<file path="src/rtl/truth_table_lut.sv">
// Run-time programmable N-input truth-table evaluator with serial table load.
// Ports: clk/rst; in/in_valid/in_ready -> out/out_valid (1-cycle latency), out_filt;
//        cfg_en/cfg_bit/cfg_abort serial load (MSB first) -> cfg_done pulse.
module truth_table_lut #(
    parameter int                     N_IN     = 3,
    parameter logic [(1<<N_IN)-1:0]   TT_RESET = 8'h21,
    parameter int                     HOLD     = 2
) (
    input  logic            clk,
    input  logic            rst,
    input  logic [N_IN-1:0] in,
    input  logic            in_valid,
    output logic            in_ready,
    output logic            out,
    output logic            out_valid,
    output logic            out_filt,
    input  logic            cfg_en,
    input  logic            cfg_bit,
    input  logic            cfg_abort,
    output logic            cfg_done
);

    localparam int TW = 1 << N_IN;
    localparam int SW = TW - 1;
    localparam int CW = $clog2(TW) + 1;

    typedef enum logic {
        RUN  = 1'b0,
        LOAD = 1'b1
    } state_t;

    state_t          state_q;
    state_t          state_d;

    logic [TW-1:0]   tt_q;
    // Only TW-1 bits need storing: the final bit goes straight into the table
    // together with the shifted shadow contents.
    logic [SW-1:0]   shadow_q;
    logic [CW-1:0]   cnt_q;
    logic [TW-1:0]   shadow_nxt;

    logic            accept;
    logic            cfg_start;
    logic            cfg_shift;
    logic            cfg_last;
    logic            cfg_kill;

    logic            out_q;
    logic            out_d;
    logic            out_chg;
    logic            out_valid_q;
    logic            filt_q;
    logic [7:0]      fcnt_q;
    logic            cfg_done_q;

    // ---------------------------------------------------------------
    // FSM: state register
    // ---------------------------------------------------------------
    always_ff @(posedge clk) begin
        if (rst) begin
            state_q <= RUN;
        end else begin
            state_q <= state_d;
        end
    end

    // ---------------------------------------------------------------
    // FSM: next state
    // ---------------------------------------------------------------
    always_comb begin
        state_d = state_q;
        case (state_q)
            RUN: begin
                if (cfg_en) begin
                    state_d = LOAD;
                end
            end
            LOAD: begin
                // Abort wins over a simultaneous last bit.
                if (cfg_abort) begin
                    state_d = RUN;
                end else if (cfg_en && (cnt_q == CW'(TW - 1))) begin
                    state_d = RUN;
                end
            end
            default: state_d = RUN;
        endcase
    end

    // ---------------------------------------------------------------
    // FSM: outputs / strobes
    // ---------------------------------------------------------------
    always_comb begin
        in_ready  = (state_q == RUN) && !rst;
        accept    = in_valid && in_ready;
        cfg_start = (state_q == RUN) && cfg_en;
        cfg_kill  = (state_q == LOAD) && cfg_abort;
        cfg_shift = (state_q == LOAD) && cfg_en && !cfg_abort;
        cfg_last  = cfg_shift && (cnt_q == CW'(TW - 1));
    end

    assign shadow_nxt = {shadow_q, cfg_bit};

    // ---------------------------------------------------------------
    // Table load path
    // ---------------------------------------------------------------
    always_ff @(posedge clk) begin
        if (rst) begin
            tt_q       <= TT_RESET;
            shadow_q   <= '0;
            cnt_q      <= '0;
            cfg_done_q <= 1'b0;
        end else begin
            cfg_done_q <= cfg_last;
            if (cfg_start) begin
                shadow_q <= SW'(cfg_bit);
                cnt_q    <= CW'(1);
            end else if (cfg_kill) begin
                shadow_q <= '0;
                cnt_q    <= '0;
            end else if (cfg_last) begin
                tt_q     <= shadow_nxt;
                shadow_q <= '0;
                cnt_q    <= '0;
            end else if (cfg_shift) begin
                shadow_q <= shadow_nxt[SW-1:0];
                cnt_q    <= cnt_q + CW'(1);
            end
        end
    end

    // ---------------------------------------------------------------
    // Evaluation path
    // ---------------------------------------------------------------
    // Table MSB is the all-zero input, so entry TW-1-in is just ~in.
    assign out_d   = accept ? tt_q[~in] : out_q;
    assign out_chg = (out_d != out_q);

    always_ff @(posedge clk) begin
        if (rst) begin
            out_q       <= 1'b0;
            out_valid_q <= 1'b0;
        end else begin
            out_q       <= out_d;
            out_valid_q <= accept;
        end
    end

    // ---------------------------------------------------------------
    // Persistence filter: out_filt only follows out once out has been
    // stable and different from out_filt for HOLD cycles.
    // ---------------------------------------------------------------
    always_ff @(posedge clk) begin
        if (rst) begin
            filt_q <= 1'b0;
            fcnt_q <= '0;
        end else begin
            if (out_chg || (out_q == filt_q)) begin
                fcnt_q <= '0;
            end else if (fcnt_q == 8'(HOLD - 1)) begin
                filt_q <= out_q;
                fcnt_q <= '0;
            end else begin
                fcnt_q <= fcnt_q + 8'd1;
            end
        end
    end

    assign out       = out_q;
    assign out_valid = out_valid_q;
    assign out_filt  = filt_q;
    assign cfg_done  = cfg_done_q;

endmodule

</file>
<file path="config.mk">
export PLATFORM = sky130hd
export DESIGN_NAME = truth_table_lut
export DESIGN_NICKNAME = d
export VERILOG_FILES = /design/src/rtl/truth_table_lut.sv
export SDC_FILE = /design/constraint.sdc
export NUM_CORES = 1
export LEC_CHECK = 0
export CORE_MARGIN = 3
export CORE_UTILIZATION = 60
export DETAILED_ROUTE_END_ITERATION = 6
export GPL_TIMING_DRIVEN = 0
export PLACE_DENSITY_LB_ADDON = 0.05
export SYNTH_ARGS = -nofsm -noshare
export SYNTH_HDL_FRONTEND = slang
export SYNTH_SLANG_ARGS = --single-unit
export TNS_END_PERCENT = 1
</file>
<file path="constraint.sdc">
create_clock -name clk -period 2.22 [get_ports clk]
set_input_delay 0.444 -clock clk [delete_from_list [all_inputs] [get_ports clk]]
set_output_delay 0.444 -clock clk [all_outputs]
set_load 0.03 [all_outputs]
</file>
==> Yosys cells after proc, flatten, opt, wreduce, memory -nomap -nowiden <==
Cells that the tools add are included.
{ "word_totals": {"reg_bits": 32, "wordCells": 54, "output_inout_bits": 5} }
{ "classes": {"n_reduce_logical": 16, "magnitude_cmp": 1, "addsub": 2, "bitwise_logic": 5, "n_eq_ne": 4, "muxes": 15} }
{ "ops": {"columns": ["operator", "count"], "rows": [
  ["two-way mux 1 bit", 13],
  ["adder 8 x 1 -> 8 bit, second input constant", 1],
  ["== test 8 x 1 -> 1 bit, second input constant", 1],
  ["logical AND 1 bit", 8],
  ["adder 4 x 1 -> 4 bit, second input constant", 1],
  ["== test 4 x 3 -> 1 bit, second input constant", 1],
  ["less-than comparator 3 x 4 -> 1 bit, second input constant", 1],
  ["NOT 1 bit", 4],
  ["nonzero test 4 bit", 1],
  ["OR reduction 4 bit", 1],
  ["binary-select mux 1 bit (select 3 bit)", 1],
  ["NOT 3 bit", 1],
  ["AND reduction 3 bit", 1],
  ["OR reduction 3 bit", 1],
  ["zero test 1 bit", 2],
  ["case mux 1 bit (2 select lines)", 1],
  ["AND reduction 2 bit", 1],
  ["== test 1 bit", 1],
  ["logical OR 1 bit", 1],
  ["!= test 1 bit", 1]
]} }

==> Longest topological paths before layout <==
{ "logic_depth": {"word_depth": 8, "ltp_mapped": 6} }

==> Least setup slack after synthesis <==
Ideal clock, no wire load.
{ "synth_timing": {"path_type": "input port to output port", "from": "in rst", "to": "out in_ready", "required_time_ps": 1776, "arrival_ps": 1237, "setup_slack_ps": 539, "stages": 3, "path_cell_list": "clkbuf_1 buf_1 nor2_1"} }
{ "synth_between": {"elab_chain_len": 2} }
{ "synth_lines": {"columns": ["item", "line", "rtl"], "rows": [
  ["start: declaration", "10", "input logic rst,"],
  ["zero test 1 bit", "94", "in_ready = (state_q == RUN) && !rst;"],
  ["logical AND 1 bit", "94", null],
  ["end: declaration", "13", "output logic in_ready,"]
]} }
No other way between the ends.

==> Worst setup path in the final report <==
Ends and elaborated chain as after synthesis.

==> impl.org <==
** Status
- The flow ran to the end, and the final reports show no timing, DRC or antenna violations.

** Setup path
- Reg2reg end :: fcnt_q[0]
- Path type of the worst setup path :: primary input to output port
- For the worst setup path, the data arrival time is 1610 ps.
- Sort of element at the start of the critical path :: primary input
- The worst register-to-register path begins at fcnt_q[1].
- Largest delay share family, worst path :: buffers and inverters
- On the worst path, the slowest cell contributes a delay of 680 ps.
- Among all stages on the critical path, the largest delay is contributed by sky130_fd_sc_hd__clkdlybuf4s50_1.
- At the worst endpoint, the required time is 1780 ps.
- Worst Reg2Reg Path Length in Cells :: 5
- R2R Setup Slk :: 390 ps
- The worst setup path is captured at an output port.
- Ordered list of cells on the worst path :: clkbuf_2 -> buf_2 -> nor2_1 -> clkdlybuf4s50_1
- Buffers & Inverters on Critical Path :: 3
- CP max FO :: 10

** Power and ir drop
- Internal power comes to 0.7727 mW.
- Combinational Power Share :: 0.089
- Proportion of power drawn by flip-flops and latches :: 0.568
- Power Density :: 607.6 nW/um^2
- Sw Pwr :: 0.2597 mW
- Switching Fraction :: 0.2516
- Of the total power, the clock network draws 0.343.
- Summed over all cells, the static leakage comes to 0.6414 nW.
- Across the VDD grid, the largest voltage drop is 0.6124 mV.

** Timing
- Total negative slack :: 0 ps
- Setup repair after global routing left no endpoint under its margin.
- Min Clock Period, post-route :: 2050 ps
- Setup violations remaining at the end of the flow were counted as 0.
- Based on the critical path, the design can be clocked at up to 487.8 MHz.
- The hold violation total from the final report was 0.
- Fin. max-slew vios :: 0
- Dividing the final minimum period by the clock period gives 0.9234.
- Slew Limit Headroom :: 0.4788
- Worst clock skew :: 10.76 ps
- At the pin with the least slew margin, the transition time is 777.1 ps.

** Min path
- End of the worst hold path :: cnt_q[0]
- The worst hold path begins at rst.
- The path class of the tightest hold or removal check is primary input to register.
- Cells on Worst Hold Path :: 2

** CTS
- TritonCTS clock tree :: yes
- After clock tree synthesis, the clock-pin slew on the worst setup and hold paths is 90 ps.
- Buffers inserted during clock tree synthesis total 5.
- The clock passes through at most 2 buffers.
- Clock latency on the worst-skew pair, taken at its later pin, is 340 ps.
- Cell at the root of the clock tree :: sky130_fd_sc_hd__clkbuf_4
- Clock tree synthesis found a total of 32 sinks.
- CTS built an H-tree with a depth of 2.
- Hold repair after CTS inserted 0 buffers.

** Synthesis
- The cell area that synthesis handed to floorplanning was 1480 um^2.
- Sequential-to-total area share from yosys stat :: 0.4328
- Count of synthesis-stage warnings from yosys :: 0
- In this run, synthesis produced a sequential element count of 32.
- The number of different library cells used by synthesis comes to 35.
- Syn Area/Cell :: 9.309 um^2
- Net count after synthesis :: 171
- Cell count after synthesis :: 159

** Finish
- 0 antenna diodes ended up in the layout.
- Leaving out fill and tap cells, the most frequent cells in the layout are sky130_fd_sc_hd__dfxtp_1, sky130_fd_sc_hd__nand2_1, sky130_fd_sc_hd__nor2_1.
- From synthesis to final layout, the design area changed by 14.79%.
- Share of final-layout standard cells stronger than drive strength 1 :: 0.1397
- Final standard cell area without fillers :: 1699 um^2
- For this run, the share of the core covered by cells in the final layout is 0.7466.
- Fillers :: 169
- Number of nets at the end of the flow :: 190
- Most frequent standard cell in the layout excluding fill and tap cells :: sky130_fd_sc_hd__dfxtp_1

** Route
- Routed Antenna Nets :: 0
- Summed over all layers, the routed wires come to 2881 um.
- Routed via count divided by cell count :: 5.662
- For this run, design rule violations remaining after detail routing come to 0.
- First-iteration detailed-routing DRC count :: 38
- Pre-antenna DRT Iters :: 4
- Overall via count from detail_route :: 1172
- Average wire length per cell after detail routing :: 13.92 um

** Placed design
- Once placement finished, the instance area stood at 1635 um^2.
- Number of buffer cells added on primary ports :: 12
- Routability-driven placement finished with a final weighted congestion of 0.8120.
- Half-perimeter wire length after placement :: 2099 um

** Global routing
- Number of global-route vias before repair :: 1200
- Maximum number of pins on one net before global-route repair :: 11
- Summed over all layers, the global routing overflow is 0.
- In the global route stage, overall resource usage came out at 0.2121.
- Wire length of the first global-routing pass :: 5250 um
- The initial antenna violation count came to 0.

** Job
- Max Cap Violations :: 0

** Floorplanning
- The region available for standard cell placement spans 2276 um^2.
- The initial utilization of the core area, before any placement, comes to 0.6504.
- Top-level port count :: 14
- Row cnt :: 17
- Horizontal die dimension :: 55.67 um
- The floorplan step defined a die boundary enclosing 3099 um^2.
- Die height :: 55.67 um
## worst max-delay path by stage
stage / from / end / depth (start not counted)
finish: rst / in_ready / 4
global placement: rst / in_ready / 4
CTS: rst / in_ready / 4
detailed placement: rst / in_ready / 4
global route: state_q / in_ready / 3
floorplan: rst / in_ready / 3
## state kept, by name, indices dropped and copies added, names as in the netlist
| register | cells |
|---|---|
| cnt_q | 4 |
| state_q | 1 |
| fcnt_q | 8 |
| out | 1 |
| shadow_q | 7 |
| out_valid | 1 |
| tt_q | 8 |
| out_filt | 1 |
| cfg_done | 1 |
## area by class of cell
type,instances,area [um^2],area share
flip-flops and latches,32,640.6,0.3770
inverters,2,7.507,0.004418
multi-input cells,119,799.5,0.4705
clock inverters,2,10.01,0.005891
clock buffers,6,51.30,0.03019
plain buffers,6,35.03,0.02062
well taps,28,35.03,0.02062
repair buffers,12,120.1,0.07069
## power groups by stage
stage / logic, mW / clock network, mW / registers (mW)
3_5_place_dp: 0.0909 / 0 / 0.600
3_3_place_gp: 0.0879 / 0 / 0.599
5_1_grt: 0.0998 / 0.395 / 0.587
6_report: 0.0919 / 0.354 / 0.586
4_1_cts: 0.0913 / 0.363 / 0.586
2_1_floorplan: 0.0523 / 0 / 0.602
## per-stage QoR
step                hold slack [ps]  std cells  setup WS, ps  power, mW
global route                  414.0        207         90.04      1.082
detailed placement            462.3        199        -84.93     0.6904
floorplan                     434.7        159         538.9     0.6542
finish                        413.3        207         170.0      1.032
CTS                           480.4        207         69.35      1.041
global placement              450.1        199        -53.85     0.6870
## synth_stat cells
cell	number	area (um^2)
sky130_fd_sc_hd__a211o_1	2	17.52
sky130_fd_sc_hd__nor4b_2	5	75.07
sky130_fd_sc_hd__nand2b_1	3	18.77
sky130_fd_sc_hd__and3b_1	2	17.52
sky130_fd_sc_hd__nor2_1	14	52.55
sky130_fd_sc_hd__ha_1	3	37.54
sky130_fd_sc_hd__and3_1	3	18.77
sky130_fd_sc_hd__buf_6	1	11.26
sky130_fd_sc_hd__a21oi_1	11	55.05
sky130_fd_sc_hd__clkbuf_1	2	7.510
sky130_fd_sc_hd__and4b_4	1	13.76
sky130_fd_sc_hd__dfxtp_1	32	640.6
sky130_fd_sc_hd__a2bb2oi_2	1	15.01
sky130_fd_sc_hd__nor3_1	5	25.02
sky130_fd_sc_hd__mux2_2	1	11.26
sky130_fd_sc_hd__nor3b_2	1	12.51
sky130_fd_sc_hd__xor2_1	3	26.28
sky130_fd_sc_hd__a21boi_0	2	15.01
sky130_fd_sc_hd__a21oi_2	1	8.760
sky130_fd_sc_hd__a22oi_2	1	12.51
sky130_fd_sc_hd__buf_1	1	3.750
sky130_fd_sc_hd__a211oi_1	2	15.01
sky130_fd_sc_hd__xnor2_1	6	52.55
sky130_fd_sc_hd__mux2i_1	9	90.09
sky130_fd_sc_hd__a41oi_1	1	8.760
sky130_fd_sc_hd__a21o_1	1	7.510
sky130_fd_sc_hd__nor4b_1	1	8.760
sky130_fd_sc_hd__inv_1	2	7.510
sky130_fd_sc_hd__nor2b_1	2	12.51
sky130_fd_sc_hd__nand2_1	27	101.4
sky130_fd_sc_hd__mux2_4	1	15.01
sky130_fd_sc_hd__nand3b_1	1	7.510
sky130_fd_sc_hd__buf_2	2	10.01
sky130_fd_sc_hd__nand4_1	2	12.51
sky130_fd_sc_hd__nand3_1	7	35.03
## metal layers
metal	vias to the layer above	GRT usage	wire length (um)
met5	-	0	0
met4	0	0.1042	81
met3	10	0.07193	105
met2	21	0.3395	1415
met1	542	0.2525	1278
li1	599	-	-
## repair_timing
item	4_1_cts	5_1_grt
endpoints found under the setup margin	1	1
setup buffers	0	0
resized for setup	1	2
## kinds of logic after synthesis
family          after synthesis  synth area share
simple gates                 74            0.2781
flops                        32            0.4328
compound gates               22            0.1048
mux                          11           0.07861
xor+xnor                      9           0.05326
buf+inv                       8           0.02705
fa+ha+maj                     3           0.02536
(Power assumes the default switching activity.)
